### src/rtl/tile_row_fetch_if.sv
// tile_row_fetch_if: pattern-word stream from the tile fetcher to the pixel shifter.
// The master (fetcher) drives the valid, data, column and last signals. The slave
// (shifter) drives ready. A word transfers on a cycle where valid and ready are both high.
interface tile_row_fetch_if #(
    parameter int PAT_BITS = 32,
    parameter int COL_W    = 7
);
    logic                out_valid;
    logic                out_ready;
    logic [PAT_BITS-1:0] out_data;
    logic [COL_W-1:0]    out_col;
    logic                out_last;

    modport master (
        output out_valid,
        output out_data,
        output out_col,
        output out_last,
        input  out_ready
    );

    modport slave (
        input  out_valid,
        input  out_data,
        input  out_col,
        input  out_last,
        output out_ready
    );
endinterface

### src/rtl/tile_row_fetch.sv
// tile_row_fetch: per-scanline tile fetcher.
// On line_start it walks the COLS tile columns of the requested scanline.
// For each column it reads the tile index from the map RAM, then reads that
// tile's pattern row from the pattern RAM. It emits one pattern word per column
// on a valid/ready stream.
// Both RAMs are read through a 1-cycle registered read port with no read enable.
// Optional feature: define TILE_FLIP_EN to treat the map entry MSB as a
// horizontal-flip flag. The default build has no flip.
module tile_row_fetch #(
    parameter int COLS     = 80,
    parameter int ROWS     = 60,
    parameter int MAP_BITS = 8,
    parameter int BPP      = 4,
    parameter int MAP_AW   = 13,
    parameter int ROW_BITS = 9
) (
    input  logic                  clk,
    input  logic                  reset_n,
    input  logic                  line_start,
    input  logic [ROW_BITS-1:0]   line_row,
    output logic                  busy,
    output logic                  overrun,
    output logic [MAP_AW-1:0]     map_addr,
    input  logic [MAP_BITS-1:0]   map_dout,
    output logic [MAP_BITS+2:0]   pat_addr,
    input  logic [8*BPP-1:0]      pat_dout,
    tile_row_fetch_if.master      out_if
);
    localparam int               PAT_BITS   = 8 * BPP;
    localparam int               COL_W      = (COLS > 1) ? $clog2(COLS) : 1;
    localparam int               PAT_AW     = MAP_BITS + 3;
    localparam logic [COL_W-1:0] LAST_COL   = COL_W'(COLS - 1);
    localparam logic [31:0]      LINE_COUNT = 32'(ROWS * 8);

    typedef enum logic [2:0] {
        S_IDLE = 3'd0,
        S_MAP  = 3'd1,
        S_PAT  = 3'd2,
        S_LOAD = 3'd3,
        S_OUT  = 3'd4
    } state_t;

    state_t              r_state;
    state_t              w_state_next;

    logic [COL_W-1:0]    r_col;
    logic [COL_W-1:0]    w_col_inc;
    logic [MAP_AW-1:0]   r_row_base;
    logic [MAP_AW-1:0]   w_row_base;
    logic [MAP_AW-1:0]   r_map_addr;
    logic [2:0]          r_fine;
    logic [PAT_AW-1:0]   r_pat_addr;
    logic [PAT_AW-1:0]   w_pat_addr;
    logic [MAP_BITS-1:0] w_tile_idx;
    logic [PAT_BITS-1:0] w_load_word;
    logic [PAT_BITS-1:0] r_out_data;
    logic [COL_W-1:0]    r_out_col;
    logic                r_out_valid;
    logic                r_out_last;
    logic                r_overrun;

    logic                w_row_ok;
    logic                w_accept;
    logic                w_handshake;
    logic                w_busy;

    // Address of the first tile of the tile row that contains the scanline.
    // The product always fits in MAP_AW bits because 2**MAP_AW >= COLS*ROWS.
    assign w_row_base = MAP_AW'(line_row >> 3) * MAP_AW'(COLS);
    assign w_col_inc  = r_col + COL_W'(1);

`ifdef TILE_FLIP_EN
    logic                r_flip;
    logic [PAT_BITS-1:0] w_flipped;

    // The top map bit is the flip flag, so only the lower bits select the tile.
    assign w_tile_idx = {1'b0, map_dout[MAP_BITS-2:0]};

    genvar gi;
    generate
        for (gi = 0; gi < 8; gi++) begin : g_flip
            assign w_flipped[BPP*gi +: BPP] = pat_dout[BPP*(7-gi) +: BPP];
        end
    endgenerate

    // Capture the flip flag while map_dout is valid (PAT), for use in LOAD.
    always_ff @(posedge clk or negedge reset_n) begin
        if (!reset_n) begin
            r_flip <= 1'b0;
        end else if (r_state == S_PAT) begin
            r_flip <= map_dout[MAP_BITS-1];
        end
    end

    assign w_load_word = r_flip ? w_flipped : pat_dout;
`else
    assign w_tile_idx  = map_dout;
    assign w_load_word = pat_dout;
`endif

    // State register.
    always_ff @(posedge clk or negedge reset_n) begin
        if (!reset_n) begin
            r_state <= S_IDLE;
        end else begin
            r_state <= w_state_next;
        end
    end

    // Next-state logic: MAP/PAT/LOAD are single cycles. OUT waits for the handshake.
    always_comb begin
        w_state_next = r_state;
        case (r_state)
            S_IDLE:  if (w_accept) w_state_next = S_MAP;
            S_MAP:   w_state_next = S_PAT;
            S_PAT:   w_state_next = S_LOAD;
            S_LOAD:  w_state_next = S_OUT;
            S_OUT: begin
                if (out_if.out_ready) begin
                    w_state_next = r_out_last ? S_IDLE : S_MAP;
                end
            end
            default: w_state_next = S_IDLE;
        endcase
    end

    // Decoded controls. In PAT the pattern address comes straight from map_dout.
    // A registered copy keeps pat_addr steady outside PAT.
    always_comb begin
        w_busy      = (r_state != S_IDLE);
        w_row_ok    = (32'(line_row) < LINE_COUNT);
        w_accept    = (r_state == S_IDLE) && line_start && w_row_ok;
        w_handshake = (r_state == S_OUT) && out_if.out_ready;
        w_pat_addr  = (r_state == S_PAT) ? {w_tile_idx, r_fine} : r_pat_addr;
    end

    // Datapath: line context, RAM addresses, output word and overrun pulse.
    always_ff @(posedge clk or negedge reset_n) begin
        if (!reset_n) begin
            r_col       <= '0;
            r_row_base  <= '0;
            r_fine      <= '0;
            r_map_addr  <= '0;
            r_pat_addr  <= '0;
            r_out_data  <= '0;
            r_out_col   <= '0;
            r_out_valid <= 1'b0;
            r_out_last  <= 1'b0;
            r_overrun   <= 1'b0;
        end else begin
            // A line_start is an overrun when a line is still in progress.
            // This includes the cycle of the final handshake.
            r_overrun <= line_start && w_busy;

            if (w_accept) begin
                r_col      <= '0;
                r_row_base <= w_row_base;
                r_fine     <= line_row[2:0];
                r_map_addr <= w_row_base;
            end

            if (r_state == S_PAT) begin
                r_pat_addr <= w_pat_addr;
            end

            if (r_state == S_LOAD) begin
                r_out_data  <= w_load_word;
                r_out_col   <= r_col;
                r_out_last  <= (r_col == LAST_COL);
                r_out_valid <= 1'b1;
            end

            if (w_handshake) begin
                r_out_valid <= 1'b0;
                if (!r_out_last) begin
                    r_col      <= w_col_inc;
                    r_map_addr <= r_row_base + MAP_AW'(w_col_inc);
                end
            end
        end
    end

    assign busy             = w_busy;
    assign overrun          = r_overrun;
    assign map_addr         = r_map_addr;
    assign pat_addr         = w_pat_addr;
    assign out_if.out_valid = r_out_valid;
    assign out_if.out_data  = r_out_data;
    assign out_if.out_col   = r_out_col;
    assign out_if.out_last  = r_out_last;

    // A stalled word must not change until the shifter takes it.
    a_hold_while_stalled: assert property (
        @(posedge clk) disable iff (!reset_n)
        (r_out_valid && !out_if.out_ready) |=>
            (r_out_valid && $stable(r_out_data) && $stable(r_out_col))
    );

    // out_last marks exactly the final column of the line.
    a_last_on_final_col: assert property (
        @(posedge clk) disable iff (!reset_n)
        r_out_valid |-> (r_out_last == (r_out_col == LAST_COL))
    );
endmodule

### src/flat_wrapper.sv
// flat-port wrapper written by rule: the top's interface ports become plain ports
module tile_row_fetch_flat 
#(
    parameter int COLS     = 80,
    parameter int ROWS     = 60,
    parameter int MAP_BITS = 8,
    parameter int BPP      = 4,
    parameter int MAP_AW   = 13,
    parameter int ROW_BITS = 9
)
  (clk, reset_n, line_start, line_row, busy, overrun, map_addr, map_dout, pat_addr, pat_dout, out_if_out_valid, out_if_out_data, out_if_out_col, out_if_out_last, out_if_out_ready);
  tile_row_fetch_if #(.PAT_BITS((8 * BPP)), .COL_W(($clog2(COLS)))) out_if_i ();
  input  logic clk;
  input  logic reset_n;
  input  logic line_start;
  input  logic [ROW_BITS-1:0] line_row;
  output logic busy;
  output logic overrun;
  output logic [MAP_AW-1:0] map_addr;
  input  logic [MAP_BITS-1:0] map_dout;
  output logic [MAP_BITS+2:0] pat_addr;
  input  logic [8*BPP-1:0] pat_dout;
  output wire logic [$bits(out_if_i.out_valid)-1:0] out_if_out_valid;
  output wire logic [$bits(out_if_i.out_data)-1:0] out_if_out_data;
  output wire logic [$bits(out_if_i.out_col)-1:0] out_if_out_col;
  output wire logic [$bits(out_if_i.out_last)-1:0] out_if_out_last;
  input wire logic [$bits(out_if_i.out_ready)-1:0] out_if_out_ready;
  assign out_if_out_valid = out_if_i.out_valid;
  assign out_if_out_data = out_if_i.out_data;
  assign out_if_out_col = out_if_i.out_col;
  assign out_if_out_last = out_if_i.out_last;
  assign out_if_i.out_ready = out_if_out_ready;
  tile_row_fetch #(.COLS(COLS), .ROWS(ROWS), .MAP_BITS(MAP_BITS), .BPP(BPP), .MAP_AW(MAP_AW), .ROW_BITS(ROW_BITS)) u_core (.clk(clk), .reset_n(reset_n), .line_start(line_start), .line_row(line_row), .busy(busy), .overrun(overrun), .map_addr(map_addr), .map_dout(map_dout), .pat_addr(pat_addr), .pat_dout(pat_dout), .out_if(out_if_i));
endmodule
### config.mk
export PLATFORM = sky130hd
export DESIGN_NAME = tile_row_fetch_flat
export DESIGN_NICKNAME = d
export VERILOG_FILES = /design/src/rtl/tile_row_fetch_if.sv /design/src/rtl/tile_row_fetch.sv /design/src/flat_wrapper.sv
export SDC_FILE = /design/constraint.sdc
export NUM_CORES = 1
export LEC_CHECK = 0
export CAP_MARGIN = 30
export CORE_MARGIN = 4
export CORE_UTILIZATION = 51
export DETAILED_ROUTE_END_ITERATION = 8
export GPL_ROUTABILITY_DRIVEN = 0
export HOLD_SLACK_MARGIN = 0.06
export PLACE_DENSITY = 0.85
export SYNTH_ARGS = -nofsm -noshare
export SYNTH_HDL_FRONTEND = slang
export SYNTH_SLANG_ARGS = --single-unit
### constraint.sdc
create_clock -name clk -period 5.2 [get_ports clk]
set_input_delay 1.04 -clock clk [delete_from_list [all_inputs] [get_ports clk]]
set_output_delay 1.04 -clock clk [all_outputs]
set_load 0.02 [all_outputs]
==> run metrics, run 1 <==
Post-synth EDFFs=0; Cell Pwr Density=589.4 nW/um2; Die ar.=9436 um2; sw frac=36.67%; DR vias/cell=5.300; area grow syn2layout=36.12%; # Max-Cap Violations=0; Hold Crit Class=reg2reg; Slew HR=between 50% and 60%; GRT Residual Overflow=0; Die Width=between 90 and 100 um; CTS tree=built; Clock power frac=~14%; clk sinks=about 90; layout cell share with drive strength beyond 1=approximately a fifth; Yosys top cell by area=dfrtp_1; Sequential Power Share=about 36%; Seq/Total Area, Yosys=54.34%; postcts setup bufs=0; Power Total=between 3 and 4 mW; num rows=32; Die Y=~97 um; most common cell in the netlist=dfrtp_1; kind of critical path=reg2out; Final Hold Vio Count=0; Final nets=493; Max VDD drop=0.3353 mV; crit start category=flop; Int Power=roughly 2 mW; worst-path fanout max=22; cells after synthesis=between 300 and 400; register bit total from synthesis=88; crit path capture type=output port; Async SR Flop Fraction=between 90% and 100%; clock insertion delay at the later pin of the skew report=~360 ps; first-pass GRT wire length=14.90 mm; R2R setup slack=between 2000 and 3000 ps; Final Max Slew Viols=0; PortBufs=~120; unrepaired setup endpoints after global routing=false; number of diodes=0; TritonCTS Buffers=9; Synth cell types=47; vias after detailed routing=approximately 2800; PostCTS Resize Cnt=0; share of the synthesized area in the top cell type=between 50 and 60%; core area=around 7700 um2; iteration-0 DRC count of the detailed router=around 110; H-tree Lvls=3; worst slew pin tran=about 730 ps; Synth top cells by count=dfrtp_1, mux2_2, nand2_1; min cycle time layout=roughly 3400 ps; hpwl dp=6.327 mm; P_leak=about 2.4 nW; CTS Root Buffer Type=clkbuf_8; final setup vio count=0; DRC viols=0; Peak Freq=291.5 MHz; yosys warns=0; IO Pins=between 100 and 150; WL final=around 8.6 mm; ANT nets after route=0; largest net degree at the start of global routing=53; Reg clk slew, reported paths=around 80 ps; syn_nets=375; Post-CTS Hold Fix Bufs=0; fillcell total=between 500 and 600; syn_area_per_cell=13.16 um2; cell area after synthesis=around 4100 um2; clock skew=15.83 ps; DR WL/cell=between 15 and 20 um; Sum Neg Setup Slack=0 ps; Combinational Power Share=approximately half; Util after Layout=a little under three quarters; total track usage=19.41%; CP arrival=2390 ps; vias in the first global route=2889; first-pass iteration count of the detailed router=4; initial antenna violation count=0; Net Switching=1.192 mW; Clock Tree Buf Depth=2; Tcrit/Tclk final=around 66%; Req. time, crit path=4160 ps; status=finished clean; Synth area leaders=dfrtp_1, mux2_2, ha_1, nand2_1, xnor2_1; Initial Utilization=a little over half; Main synth FF type=dfrtp_1
==> cell usage in the layout (no fill, tap or decap), types with 2 or more instances in the layout <==
| cell type | count |
|---|---|
| o21ai_0 | 6 |
| xor2_1 | 4 |
| nand4_1 | 4 |
| buf_4 | 3 |
| nor2_1 | 9 |
| nor3_1 | 4 |
| nand3_1 | 6 |
| a22o_1 | 6 |
| dfrtp_1 | 88 |
| ha_1 | 12 |
| mux2_2 | 61 |
| clkbuf_8 | 9 |
| a221o_1 | 3 |
| a21oi_1 | 5 |
| nor3_4 | 2 |
| fa_1 | 2 |
| o211ai_1 | 4 |
| nand2_1 | 28 |
| a21o_1 | 6 |
| and3_1 | 2 |
| a211oi_1 | 3 |
| nand3b_1 | 2 |
| mux2i_1 | 3 |
| clkinvlp_4 | 2 |
| inv_1 | 2 |
| and2_1 | 2 |
| xnor2_1 | 10 |
| clkdlybuf4s50_1 | 118 |
==> routing by layer <==
layer | part of all wire [%] | up-vias | wire, um | track usage [%]
met5 | 0 | - | 0 | 0
met4 | 1.0 | 0 | 86 | 4.644
met3 | 5.3 | 7 | 461 | 5.671
met2 | 49 | 84 | 4219 | 30.57
met1 | 45 | 1390 | 3851 | 26.65
li1 | - | 1344 | - | -
==> flip-flops by register name, indices dropped and copies added, names as in the netlist <==
name                     count
u_core.map_addr             13
u_core.out_if.out_col        7
u_core.out_if.out_data      32
u_core.out_if.out_last       1
u_core.out_if.out_valid      1
u_core.overrun               1
u_core.r_col                 7
u_core.r_fine                3
u_core.r_pat_addr           11
u_core.r_row_base            9
u_core.r_state               3
==> critical path, cell delays in order, from the launching register on <==
cell,delay [ps]
dfrtp_1,600
nor3b_2,230
buf_4,300
mux2_2,370
clkdlybuf4s50_1,550
==> final timing paths <==
kind | startpoint | to | depth (start not counted)
min reg2reg | u_core.r_row_base[6] | u_core.r_row_base[6] | 2
max | u_core.r_state[1] | pat_addr[0] | 4
min in group asynchronous | reset_n | u_core.out_if.out_data[17] | 1
min | u_core.r_row_base[6] | u_core.r_row_base[6] | 2
max reg2reg | u_core.r_col[0] | u_core.map_addr[12] | 9
max in group asynchronous | reset_n | u_core.map_addr[12] | 2
==> layout make-up <==
class	instances	area [um2]	area share, %
inverters	2	7.507	0.1361
flip-flops and latches	88	2202	39.92
clock buffers	10	127.6	2.313
well taps	102	127.6	2.313
repair buffers	122	1231	22.32
clock inverters	6	67.56	1.225
multi-input cells	203	1753	31.78
==> cell families (layout without fill, tap and decap cells) <==
group | after synthesis | after routing | share of synthesized area, %
adders and majority gates | 14 | 14 | 4.693
muxes | 66 | 66 | 18.62
AOI/OAI and AO/OA | 41 | 41 | 7.564
and+or+nand+nor | 68 | 68 | 9.355
buffers and inverters | 17 | 140 | 2.408
xor gates and xnor gates | 14 | 14 | 3.025
DFF | 88 | 88 | 54.34
==> metrics by stage <==
| step | setup slack [ps] | area [um2] | std cells | hold slack, ps |
|---|---|---|---|---|
| after floorplan | 2531 | 4053 | 308 | 452.3 |
| after global placement | 1914 | 5294 | 516 | 467.6 |
| after detailed placement | 1896 | 5321 | 517 | 470.3 |
| after CTS | 1729 | 5517 | 533 | 490.7 |
| after global routing | 1607 | 5517 | 533 | 522.5 |
| final | 1769 | 5517 | 533 | 490.8 |
==> power groups by stage <==
| stage | combinational, mW | sequential, mW | clock [mW] |
|---|---|---|---|
| 2_1_floorplan | 0.801 | 1.35 | 0 |
| 5_1_grt | 1.73 | 1.22 | 0.512 |
| 4_1_cts | 1.64 | 1.17 | 0.479 |
| 3_5_place_dp | 1.63 | 1.18 | 0 |
| 6_report | 1.61 | 1.17 | 0.467 |
| 3_3_place_gp | 1.60 | 1.17 | 0 |
Note: power is estimated with default switching activity, not from simulation.
==> run 2: changes to the inputs <==
--- a/config.mk
+++ b/config.mk
@@ -7,11 +7,11 @@
 export LEC_CHECK = 0
 export CAP_MARGIN = 30
 export CORE_MARGIN = 4
-export CORE_UTILIZATION = 51
+export CORE_UTILIZATION = 47
 export DETAILED_ROUTE_END_ITERATION = 8
 export GPL_ROUTABILITY_DRIVEN = 0
 export HOLD_SLACK_MARGIN = 0.06
-export PLACE_DENSITY = 0.85
+export PLACE_DENSITY = 0.8
 export SYNTH_ARGS = -nofsm -noshare
 export SYNTH_HDL_FRONTEND = slang
 export SYNTH_SLANG_ARGS = --single-unit
==> constraint.sdc (replaced) <==
create_clock -name clk -period 3.2 [get_ports clk]
set_input_delay 0.64 -clock clk [delete_from_list [all_inputs] [get_ports clk]]
set_output_delay 0.64 -clock clk [all_outputs]
set_load 0.02 [all_outputs]
==> run metrics, run 2 (synthesis gave the netlist of run 1 again) <==
clock insertion delay at the later pin of the skew report=350 ps; Largest register FFs=32; DRC viols=0; Max VDD drop=between 0.4 and 0.5 mV; CTS tree=built; iteration-0 DRC count of the detailed router=between 90 and 100; CTS Root Buffer Type=clkbuf_8; crit start category=flop; Die Width=100.9 um; layout cell share with drive strength beyond 1=a little over a fifth; GRT Residual Overflow=0; initial antenna violation count=0; Die Y=a little over 100 um; R2R setup slack=between 500 and 600 ps; IO Pins=120; WL final=slightly below 9 mm; Slew HR=between 50 and 60%; vias in the first global route=about 3000; hpwl dp=6.346 mm; Clock power frac=16.5%; Int Power=about 3.5 mW; DR WL/cell=between 15 and 20 um; Sum Neg Setup Slack=0 ps; largest net degree at the start of global routing=70; Net Switching=slightly below 2 mW; Final nets=494; P_leak=between 2 and 2.5 nW; Initial Utilization=a little under 50%; DR vias/cell=about 5.3; Clock Tree Buf Depth=2; Die ar.=10170 um2; crit path capture type=output port; Post-Place Cells=521; CP max stage delay=between 500 and 600 ps; first-pass iteration count of the detailed router=4; sw frac=35.58%; commonest non-fill, non-tap cell in the layout=clkdlybuf4s50_1; FF-to-FF End=u_core.map_addr[12]; worst-path fanout max=22; Final Hold Slack=roughly 160 ps; num rows=33; clk sinks=88; Hold Crit Class=in2async; commonest cells after routing, fill and taps aside=clkdlybuf4s50_1, dfrtp_1, mux2_2; Combinational Power Share=48.4%; Cell Pwr Density=just under 1000 nW/um2; final setup vio count=0; PostCTS Resize Cnt=0; PortBufs=about 120; Final Hold Vio Count=0; Tcrit/Tclk final=94.97%; CP arrival=between 2000 and 2500 ps; Req. time, crit path=between 2000 and 3000 ps; TritonCTS Buffers=9; Reg clk slew, reported paths=90 ps; postcts setup bufs=0; min cycle time layout=3039 ps; vias after detailed routing=~2800; H-tree Lvls=3; unrepaired setup endpoints after global routing=false; path depth of the worst reg2reg path=9; Post-CTS Hold Fix Bufs=0; Power Total=5.436 mW; Sequential Power Share=approximately a third; Peak Freq=about 330 MHz; CP max stage cell=dfrtp_1; worst path cell trace=nor3b_2, buf_4, mux2_2, clkdlybuf4s50_1; Final Instance Count excl. Fillers=537; worst slew pin tran=between 700 and 800 ps; reg2reg start=u_core.r_col[0]; clock skew=roughly 11 ps; core area=between 8000 and 9000 um2; status=finished clean; Final Max Slew Viols=0; area grow syn2layout=37.39%; ANT nets after route=0; total track usage=a little under a fifth; # Max-Cap Violations=0; kind of critical path=reg2out; first-pass GRT wire length=approximately 15 mm; number of diodes=0
[run 2: worst max-delay path by stage]
stage	start	to	slack (ps)	depth (start not counted)
after floorplan	u_core.r_col[0]	u_core.map_addr[12]	890	9
after global placement	line_row[6]	u_core.r_row_base[11]	370	8
after detailed placement	line_row[6]	u_core.r_row_base[11]	300	8
after CTS	u_core.r_state[1]	pat_addr[1]	120	4
after global routing	u_core.r_state[1]	pat_addr[0]	5	4
final	u_core.r_state[1]	pat_addr[1]	160	4
[run 2: critical path, delay by kind of cell, from the launching register on]
kind	cells	cell delay, ps
buf+inv	2	840
flops	1	590
mux	1	380
simple gates	1	230
[run 2: area by class of cell]
| class | instances | area (um2) |
|---|---|---|
| fillers | 624 | 2731 |
| flip-flops and latches | 88 | 2202 |
| multi-input cells | 203 | 1753 |
| repair buffers | 123 | 1239 |
| well taps | 105 | 131.4 |
| clock buffers | 10 | 127.6 |
| clock inverters | 6 | 107.6 |
| inverters | 2 | 7.507 |
[run 2: through the flow]
stage / setup WS [ps] / area [um2] / util (%)
4_1_cts: 115.1 / 5568 / 67.09
2_1_floorplan: 893.7 / 4053 / -
3_3_place_gp: 367.9 / 5305 / 63.92
5_1_grt: 5.468 / 5568 / 67.09
6_report: 160.8 / 5568 / 67.09
3_5_place_dp: 295.8 / 5333 / 64.25
[run 2: layer usage]
layer,global-route usage [%],vias to the layer above,wire [um]
li1,-,1339,-
met1,24.86,1395,3866
met2,28.15,85,4204
met3,4.706,10,529
met4,5.699,0,107
met5,0,-,0
[run 2: power groups by stage]
stage               sequential, mW  clock (mW)  combinational, mW
finish                        1.91       0.898               2.63
global route                  1.98       0.974               2.83
CTS                           1.91       0.920               2.67
detailed placement            1.93           0               2.66
global placement              1.90           0               2.60
floorplan                     2.19           0               1.30
==> run 3: changes to the inputs <==
--- a/config.mk
+++ b/config.mk
@@ -5,7 +5,7 @@
 export SDC_FILE = /design/constraint.sdc
 export NUM_CORES = 1
 export LEC_CHECK = 0
-export CAP_MARGIN = 30
+export CAP_MARGIN = 20
 export CORE_MARGIN = 4
 export CORE_UTILIZATION = 47
 export DETAILED_ROUTE_END_ITERATION = 8
==> constraint.sdc (replaced) <==
create_clock -name clk -period 3.15 [get_ports clk]
set_input_delay 0.63 -clock clk [delete_from_list [all_inputs] [get_ports clk]]
set_output_delay 0.63 -clock clk [all_outputs]
set_load 0.02 [all_outputs]
==> run metrics, run 3 (synthesis gave the netlist of run 1 again) <==
Final Hold Vio Count=0; Peak Freq=340.1 MHz; clk sinks=88; largest net degree at the start of global routing=89; number of diodes=0; iteration-0 DRC count of the detailed router=103; Power Total=~5.4 mW; met3 Usage GRT=3.529%; final setup vio count=0; unrepaired setup endpoints after global routing=false; min cycle time layout=2940 ps; hpwl dp=roughly 6.2 mm; Req. time, crit path=between 2000 and 3000 ps; reg2reg start=u_core.r_col[0]; worst slew pin tran=approximately 750 ps; status=finished clean; Die Y=100.9 um; core area=slightly above 8000 um2; initial antenna violation count=0; Int Power=3.408 mW; met2 usage=roughly 29%; Cell Pwr Density=974.0 nW/um2; R2R setup slack=approximately 450 ps; Tcrit/Tclk final=approximately 93%; Combinational Power Share=50.1%; sw frac=a little under two fifths; Clock Tree Buf Depth=2; critical path's top delay family=buffers and inverters; clock skew=~9.8 ps; H-tree Lvls=3; Slew HR=between 40% and 50%; fillcell total=654; Die ar.=10170 um2; # Max-Cap Violations=0; path depth of the worst reg2reg path=9; Sequential Power Share=a little over a third; CP max stage cell=clkdlybuf4s50_1; DR vias/cell=between 5 and 6; clock insertion delay at the later pin of the skew report=between 300 and 400 ps; first-pass GRT wire length=14.53 mm; Post-CTS Hold Fix Bufs=0; Final Max Slew Viols=0; FF-to-FF End=u_core.map_addr[12]; crit start category=flop; Net Switching=around 2 mW; GRT Residual Overflow=0; GR peak layer=met2; CP arrival=~2300 ps; kind of critical path=reg2out; Clock power frac=14.3%; worst path cell trace=nor3b_2, buf_4, mux2_2, clkdlybuf4s50_1; PostCTS Resize Cnt=0; DRC viols=0; DR WL/cell=16.22 um; P_leak=about 2.4 nW; Initial Utilization=48.83%; crit path capture type=output port; area grow syn2layout=36.40%; CP bufs+invs=2; num rows=33; GRT met1 Usage=24.26%; commonest cells after routing, fill and taps aside=clkdlybuf4s50_1, dfrtp_1, mux2_2; ANT nets after route=0; commonest non-fill, non-tap cell in the layout=clkdlybuf4s50_1; post-route cell area=5528 um2; TritonCTS Buffers=9; Sum Neg Setup Slack=0 ps; Max VDD drop=just over 0.4 mV; Reg clk slew, reported paths=about 90 ps; first-pass iteration count of the detailed router=4; postcts setup bufs=0; Cell Area, Placed=5313 um2; IO Pins=120; CP max stage delay=approximately 550 ps; Final nets=495; Hold Crit Class=in2async; vias after detailed routing=between 2000 and 3000; Largest register FFs=32; worst-path fanout max=22; layout cell share with drive strength beyond 1=a little over a fifth; vias in the first global route=about 3000; WL final=approximately 8.7 mm; PortBufs=roughly 120; CTS Root Buffer Type=clkbuf_8; Die Width=just over 100 um; total track usage=between 10% and 20%; CTS tree=built
run 3: worst max-delay path by stage:
stage | startpoint | endpoint | slack (ps) | depth (start not counted)
after global placement | line_row[6] | u_core.r_row_base[11] | 320 | 8
after CTS | u_core.r_state[0] | pat_addr[0] | 170 | 4
final | u_core.r_state[0] | pat_addr[0] | 210 | 4
after detailed placement | line_row[6] | u_core.r_row_base[11] | 280 | 8
after global routing | u_core.r_state[0] | pat_addr[0] | 80 | 4
after floorplan | u_core.r_col[0] | u_core.map_addr[12] | 840 | 9
run 3: layout make-up:
type                    count  area (um2)  area share, %
flip-flops and latches     88        2202          39.84
multi-input cells         203        1753          31.71
repair buffers            124        1239          22.41
well taps                 105       131.4          2.377
clock buffers              10       127.6          2.309
clock inverters             6       67.56          1.222
inverters                   2       7.507         0.1358
run 3: power by group through the flow:
stage                     sequential, mW  clock [mW]  combinational, mW
after CTS                           1.92       0.797               2.73
after global placement              1.91           0               2.67
after floorplan                     2.22           0               1.32
after detailed placement            1.94           0               2.72
final                               1.92       0.770               2.70
after global routing                1.99       0.848               2.89
run 3: worst reg2reg max path: stages, from the launching register on:
cell	delay (ps)
dfrtp_1	480
ha_1	280
nand3_1	170
xnor2_1	250
ha_1	240
fa_1	220
a21o_1	170
or3b_2	480
xor2_1	160
a22oi_1	180
run 3: routing by layer:
layer  vias to the layer above  share of wire (%)
li1                       1343                  -
met1                      1407                 45
met2                        82                 48
met3                        12                5.3
met4                         0                1.4
met5                         -                  0
run 3: per-stage QoR:
stage	hold WS [ps]	setup WS [ps]	util, %	cells
after global placement	468.9	316.5	64.01	521
final	272.0	210.0	66.61	538
after floorplan	334.4	843.7	-	308
after CTS	508.4	171.6	66.37	537
after global routing	289.7	81.09	66.61	538
after detailed placement	486.2	280.4	64.01	521
